==> src/rtl/ahb_manager_mux.sv <==
`default_nettype none
// ============================================================================
//  Module      : ahb_manager_mux
//  Description : N-channel command front-end for the AHB manager. Round-robin
//                arbitration locked for a whole burst, combinational forwarding
//                of the granted channel, and an in-order channel-tag FIFO that
//                routes read responses back to the issuing channel.
//  Revision    : 1.0 - initial release
// ============================================================================
module ahb_manager_mux #(
    parameter int NUM_CH    = 4,
    parameter int DATA_WDT  = 32,
    parameter int BEAT_WDT  = 32,
    parameter int TAG_DEPTH = 8
) (
    input  logic                         i_hclk,
    input  logic                         i_hreset_n,
    input  logic [NUM_CH-1:0]            i_ch_idle,
    input  logic [NUM_CH-1:0]            i_ch_first_xfer,
    input  logic [NUM_CH-1:0]            i_ch_last,
    input  logic [NUM_CH-1:0]            i_ch_wr,
    input  logic [NUM_CH-1:0]            i_ch_rd,
    input  logic [NUM_CH-1:0]            i_ch_wr_data_dav,
    input  logic [NUM_CH*DATA_WDT-1:0]   i_ch_wr_data,
    input  logic [NUM_CH*32-1:0]         i_ch_addr,
    input  logic [NUM_CH*3-1:0]          i_ch_size,
    input  logic [NUM_CH*BEAT_WDT-1:0]   i_ch_min_len,
    output logic [NUM_CH-1:0]            o_ch_stall,
    output logic [NUM_CH-1:0]            o_ch_dav,
    output logic [DATA_WDT-1:0]          o_rsp_data,
    output logic [31:0]                  o_rsp_addr,
    output logic                         o_idle,
    output logic                         o_first_xfer,
    output logic                         o_wr,
    output logic                         o_rd,
    output logic                         o_wr_data_dav,
    output logic [DATA_WDT-1:0]          o_wr_data,
    output logic [31:0]                  o_addr,
    output logic [2:0]                   o_size,
    output logic [BEAT_WDT-1:0]          o_min_len,
    input  logic                         i_stall,
    input  logic [DATA_WDT-1:0]          i_data,
    input  logic [31:0]                  i_addr,
    input  logic                         i_dav
);

    localparam int CH_W  = (NUM_CH > 1) ? $clog2(NUM_CH) : 1;
    localparam int IDX_W = $clog2(TAG_DEPTH);
    localparam int PTR_W = IDX_W + 1;
    localparam logic [CH_W-1:0] LAST_CH = CH_W'(NUM_CH - 1);

    typedef enum logic [0:0] {
        ST_ARB   = 1'b0,
        ST_BURST = 1'b1
    } state_t;

    state_t              state_q, state_d;
    logic [CH_W-1:0]     rr_ptr_q, rr_ptr_d;
    logic [CH_W-1:0]     grant_q, grant_d;
    logic [CH_W-1:0]     tag_mem_q [TAG_DEPTH];
    logic [CH_W-1:0]     tag_mem_d [TAG_DEPTH];
    logic [PTR_W-1:0]    wr_ptr_q, wr_ptr_d;
    logic [PTR_W-1:0]    rd_ptr_q, rd_ptr_d;
    logic [NUM_CH-1:0]   ch_dav_q, ch_dav_d;
    logic [DATA_WDT-1:0] rsp_data_q, rsp_data_d;
    logic [31:0]         rsp_addr_q, rsp_addr_d;

    logic [NUM_CH-1:0]   req;
    logic                req_hit;
    logic [CH_W-1:0]     req_pick;
    logic                grant_stall;
    logic                beat_accept;
    logic                tag_full;
    logic                tag_empty;
    logic                push;
    logic                pop;

    // Channel index 'offset' places above 'base', wrapped to NUM_CH.
    function automatic logic [CH_W-1:0] rr_index(input logic [CH_W-1:0] base, input int offset);
        logic [CH_W:0] sum;
        sum = {1'b0, base} + (CH_W+1)'(offset);
        if (sum >= (CH_W+1)'(NUM_CH)) begin
            sum = sum - (CH_W+1)'(NUM_CH);
        end
        return sum[CH_W-1:0];
    endfunction

    assign req       = i_ch_first_xfer & ~i_ch_idle;
    assign tag_empty = (wr_ptr_q == rd_ptr_q);
    assign tag_full  = (wr_ptr_q[PTR_W-1] != rd_ptr_q[PTR_W-1]) &&
                       (wr_ptr_q[IDX_W-1:0] == rd_ptr_q[IDX_W-1:0]);
    assign push      = o_rd & ~i_stall & ~o_idle;
    assign pop       = i_dav & ~tag_empty;

    // Round-robin search: first requester at or above rr_ptr wins.
    always_comb begin
        req_hit  = 1'b0;
        req_pick = rr_ptr_q;
        for (int i = 0; i < NUM_CH; i++) begin
            if (!req_hit && req[rr_index(rr_ptr_q, i)]) begin
                req_hit  = 1'b1;
                req_pick = rr_index(rr_ptr_q, i);
            end
        end
    end

    // Forward the granted channel downstream; everyone else is held off.
    always_comb begin
        o_idle        = 1'b1;
        o_first_xfer  = 1'b0;
        o_wr          = 1'b0;
        o_rd          = 1'b0;
        o_wr_data_dav = 1'b0;
        o_wr_data     = '0;
        o_addr        = '0;
        o_size        = '0;
        o_min_len     = '0;
        o_ch_stall    = '1;
        grant_stall   = 1'b1;
        if (state_q == ST_BURST) begin
            // A read is held back while every tag slot is in use.
            grant_stall         = i_stall | (i_ch_rd[grant_q] & tag_full);
            o_ch_stall[grant_q] = grant_stall;
            o_idle              = i_ch_idle[grant_q];
            o_first_xfer        = i_ch_first_xfer[grant_q];
            o_wr                = i_ch_wr[grant_q];
            o_rd                = i_ch_rd[grant_q] & ~tag_full;
            o_wr_data_dav       = i_ch_wr_data_dav[grant_q];
            o_wr_data           = i_ch_wr_data[int'(grant_q)*DATA_WDT +: DATA_WDT];
            o_addr              = i_ch_addr[int'(grant_q)*32 +: 32];
            o_size              = i_ch_size[int'(grant_q)*3 +: 3];
            o_min_len           = i_ch_min_len[int'(grant_q)*BEAT_WDT +: BEAT_WDT];
        end
    end

    // Arbitration FSM next state: grant in ARB, release after the last beat.
    always_comb begin
        state_d     = state_q;
        rr_ptr_d    = rr_ptr_q;
        grant_d     = grant_q;
        beat_accept = 1'b0;
        case (state_q)
            ST_ARB: begin
                if (req_hit) begin
                    grant_d = req_pick;
                    state_d = ST_BURST;
                end
            end
            ST_BURST: begin
                beat_accept = ~grant_stall & ~i_ch_idle[grant_q];
                if (beat_accept && i_ch_last[grant_q]) begin
                    rr_ptr_d = (grant_q == LAST_CH) ? '0 : grant_q + CH_W'(1);
                    state_d  = ST_ARB;
                end
            end
            default: state_d = ST_ARB;
        endcase
    end

    // Tag FIFO: remember which channel issued each accepted read.
    always_comb begin
        tag_mem_d = tag_mem_q;
        wr_ptr_d  = wr_ptr_q;
        rd_ptr_d  = rd_ptr_q;
        if (push) begin
            tag_mem_d[wr_ptr_q[IDX_W-1:0]] = grant_q;
            wr_ptr_d = wr_ptr_q + PTR_W'(1);
        end
        if (pop) begin
            rd_ptr_d = rd_ptr_q + PTR_W'(1);
        end
    end

    // Response path: steer each returned beat to the channel at the FIFO head.
    always_comb begin
        ch_dav_d   = '0;
        rsp_data_d = rsp_data_q;
        rsp_addr_d = rsp_addr_q;
        if (pop) begin
            ch_dav_d[tag_mem_q[rd_ptr_q[IDX_W-1:0]]] = 1'b1;
            rsp_data_d = i_data;
            rsp_addr_d = i_addr;
        end
    end

    // State registers with asynchronous reset; reset drops outstanding tags.
    always_ff @(posedge i_hclk or negedge i_hreset_n) begin
        if (!i_hreset_n) begin
            state_q    <= ST_ARB;
            rr_ptr_q   <= '0;
            grant_q    <= '0;
            wr_ptr_q   <= '0;
            rd_ptr_q   <= '0;
            ch_dav_q   <= '0;
            rsp_data_q <= '0;
            rsp_addr_q <= '0;
            for (int i = 0; i < TAG_DEPTH; i++) begin
                tag_mem_q[i] <= '0;
            end
        end else begin
            state_q    <= state_d;
            rr_ptr_q   <= rr_ptr_d;
            grant_q    <= grant_d;
            wr_ptr_q   <= wr_ptr_d;
            rd_ptr_q   <= rd_ptr_d;
            ch_dav_q   <= ch_dav_d;
            rsp_data_q <= rsp_data_d;
            rsp_addr_q <= rsp_addr_d;
            tag_mem_q  <= tag_mem_d;
        end
    end

    assign o_ch_dav   = ch_dav_q;
    assign o_rsp_data = rsp_data_q;
    assign o_rsp_addr = rsp_addr_q;

    // A response with no outstanding read is a downstream contract violation.
    a_no_orphan_dav: assert property (@(posedge i_hclk) disable iff (!i_hreset_n)
                                      !(i_dav && tag_empty));

endmodule
`default_nettype wire
==> config.mk <==
export PLATFORM = sky130hd
export DESIGN_NAME = ahb_manager_mux
export DESIGN_NICKNAME = d
export VERILOG_FILES = /design/src/rtl/ahb_manager_mux.sv
export SDC_FILE = /design/constraint.sdc
export NUM_CORES = 1
export LEC_CHECK = 0
export BUFFER_PORTS_ARGS = -buffer_cell sky130_fd_sc_hd__buf_4
export CAP_MARGIN = 10
export CORE_AREA = 4 4 258 260
export CTS_BUF_LIST = sky130_fd_sc_hd__clkbuf_4 sky130_fd_sc_hd__clkbuf_8
export DETAILED_ROUTE_END_ITERATION = 6
export DIE_AREA = 0 0 262 264
export HOLD_SLACK_MARGIN = 0.05
export PLACE_DENSITY = 0.33
export SLEW_MARGIN = 15
export SYNTH_ARGS = -nofsm -noshare
export SYNTH_HDL_FRONTEND = slang
export SYNTH_SLANG_ARGS = --single-unit
==> constraint.sdc <==
create_clock -name i_hclk -period 1.9 [get_ports i_hclk]
set_input_delay 0.285 -clock i_hclk [delete_from_list [all_inputs] [get_ports i_hclk]]
set_output_delay 0.285 -clock i_hclk [all_outputs]
set_load 0.05 [all_outputs]
==> run metrics <==
DR WL/cell=22.6 microns; CTS max path bufs=2; number of detailed-route iterations in the first pass=4; final net count=1934; endpoints failing setup=roughly 130; Congestion Overflow GR=0; Yosys cell types=46; Primary FF master, synth=dfrtp_1; CP max FO=8; register area share after synthesis=around 33%; height of the die=264 microns; fin crit period=2460 ps; commonest non-fill, non-tap cell in the layout=buf_4; failing checks=negative setup slack; RSZ-0062 raised after global routing=true; final WL=52.3 mm; Die ar.=between 0.06 and 0.07 sq mm; post-route DRC violation count=0; most area-hungry cell type in the Yosys netlist=mux4_2; busiest layer in global routing=met2; post-route ant nets=0; clock slew at reported path FFs=about 110 ps; # Max-Cap Violations=0; met1 GRT Util=15.3%; share of cells above drive strength 1=68.7%; Cell Area, Synth=0.00745 sq mm; syn_nets=1168; final clock skew=10.6 ps; core area=about 0.064 sq mm; Iteration-0 DRC Markers=401; DR vias=8572; FILL cells=roughly 7000; vias per cell=around 3.7; max-slew violations=0; Synth area leaders=mux4_2 33%, dfrtp_1 33%, nand2_1 10%, and2_1 8.6%, mux2_1 2.9%; fin crit share=130%; I/O pins=between 600 and 700; Final Hold Viols=0; die span in x=262 microns; first-pass GRT wire length=about 70 mm; maximum clock frequency=roughly 410 MHz; GRT met3 Usage=4.79%; Worst Path Buf+Inv=3; GRT Util Overall=14.0%; HP Class=input pin to async pin; Crit path required time=1620 ps; Core Rows=just over 90; most frequent CP cell=buf_4; met2 usage=25.0%; TritonCTS clock tree=built; largest stage delay on the critical path=490 ps; Startpoint Class=register; synthesized area per cell=11.1 sq um; IO Port Bufs=663; peak supply drop=~0.67 mV; critical path type=register to output port; Setup crit end kind=output port; overall power=0.0284 W; status=finished with violations; root buffer cell=clkbuf_8; CTS HTree Levels=3; initial antenna violation count=16; post-detail-place hpwl=42.7 mm; measured slew at the worst slew-check pin=between 600 and 700 ps; Power Density=between 1500 and 2000 mW/mm^2; Critical Path AT=2180 ps; number of flops mapped to enable cells by yosys=0; Worst path top cell family by delay=buffers and inverters; clk sink count=97; post-route setup TNS=-56310 ps; final worst setup slack=-562 ps; leak pwr=7.53 nW; CP max-delay cell=mux4_2; Hold Slack=246 ps; post-synth top area share=32.6%; Layout area overhead=112%; total CTS buffers=9; RePlAce Congestion=0.860; cell breakdown of the critical path=buf_4, bufbuf_16, mux4_2, and2_4, buf_4; effective utilization at floorplan=11.6%; yosys warns=0; most frequent cells in the layout=652 x buf_4, 199 x nand2_1, 108 x mux4_2; Async SR Flop Fraction=100%; clk_lat worst skew=420 ps; vias in the first global route=approximately 9200; Post-Synthesis Cells=a little under 700; largest net degree at the start of global routing=94; post-synthesis register bit count=97; relative slew slack=a little under three fifths
-- state kept, by name (all words and copies together) (netlist names) --
register,flops
state_q,1
wr_ptr_q,4
o_rsp_addr,32
o_rsp_data,32
rd_ptr_q,4
grant_q,2
tag_mem_q,16
o_ch_dav,4
rr_ptr_q,2
-- cell families (layout without fill, tap and decap cells) --
group	after synthesis	count (layout)	synth area share [%]
xor+xnor	11	11	1.49
flops	97	97	32.6
buf+inv	61	831	3.86
compound gates	21	22	2.74
simple gates	346	346	22.1
other cells	0	12	0
fa+ha+maj	6	6	1.01
mux	132	132	36.2
-- power by group --
group	leakage, nW	switching, W	internal [W]	total, W
Sequential	1.20	0.000553	0.00291	0.00347
Combinational	6.23	0.0138	0.00965	0.0234
Clock	0.0988	0.000849	0.000655	0.00150
-- worst paths after layout --
| path | slack (ps) | endpoint | from | cells after the start |
|---|---|---|---|---|
| hold reg to reg | 480 | o_rsp_data[22] | o_rsp_data[22] | 2 |
| min in group i_hclk | 340 | rd_ptr_q[1] | i_dav | 5 |
| setup reg to reg | -340 | tag_mem_q[15] | grant_q[0] | 7 |
| max in group asynchronous | 1060 | o_rsp_addr[1] | i_hreset_n | 3 |
| hold / removal | 250 | o_rsp_data[0] | i_hreset_n | 2 |
| setup / recovery | -560 | o_wr_data[27] | grant_q[0] | 5 |
-- cells in the mapped netlist, drive strengths merged, types with 2 or more instances --
cell     number
o21ai         2
mux2         21
nor2         11
and2        103
mux4        108
nand2b        6
xor2          7
nor4          2
inv           3
nand2       205
mux2i         3
nand3         5
o41a          2
nand4         2
xnor2         4
a21oi         3
o2bb2ai       2
buf          29
o41ai         2
ha            6
nor3b         2
clkbuf       29
nand3b        3
dfrtp        97
nor3          3
-- layout make-up --
cell class / count / area (sq um) / share of cell area, %
Antenna cell: 12 / 30.0 / 0.190
Clock buffer: 11 / 145 / 0.919
Clock inverter: 5 / 55.1 / 0.348
Inverter: 3 / 11.3 / 0.0713
Multi-Input combinational cell: 517 / 5120 / 32.4
Sequential cell: 97 / 2440 / 15.4
Tap cell: 855 / 1070 / 6.77
Timing Repair Buffer: 812 / 6920 / 43.8
-- metal layers --
metal | part of all wire (%) | wire [microns] | vias up
met2 | 52 | 27000 | 362
met1 | 36 | 18900 | 4215
met4 | 2.5 | 1280 | 8
li1 | - | - | 3943
met5 | 0.094 | 49 | -
met3 | 9.6 | 5030 | 44
-- through the flow --
step | area, sq um | util [%] | worst slack (ps) | instances
5_1_grt | 15800 | 24.6 | -665 | 2306
3_3_place_gp | 14000 | 21.9 | -188 | 2194
2_1_floorplan | 7690 | - | -47.5 | 674
4_1_cts | 15400 | 24.1 | -637 | 2287
6_report | 15800 | 24.6 | -562 | 2312
3_5_place_dp | 14000 | 21.9 | -185 | 2194
-- worst reg2reg max path, stage by stage (launching register included) --
cell	delay, ps
dfrtp_4	530
buf_4	160
mux4_2	490
o41a_1	160
buf_4	140
buf_4	150
nand4b_1	180
mux2_4	320
-- repair_timing --
action | in CTS | in global routing
pin swaps | 6 | 4
endpoints found under the setup margin | 153 | 140
buffers inserted | 9 | 8
cloned | 3 | 6
gates resized for setup | 109 | 38
hold buffers | 65 | 0
hold endpoints to repair | 161 | 0
No activity file was read; power rests on OpenSTA's default activity.
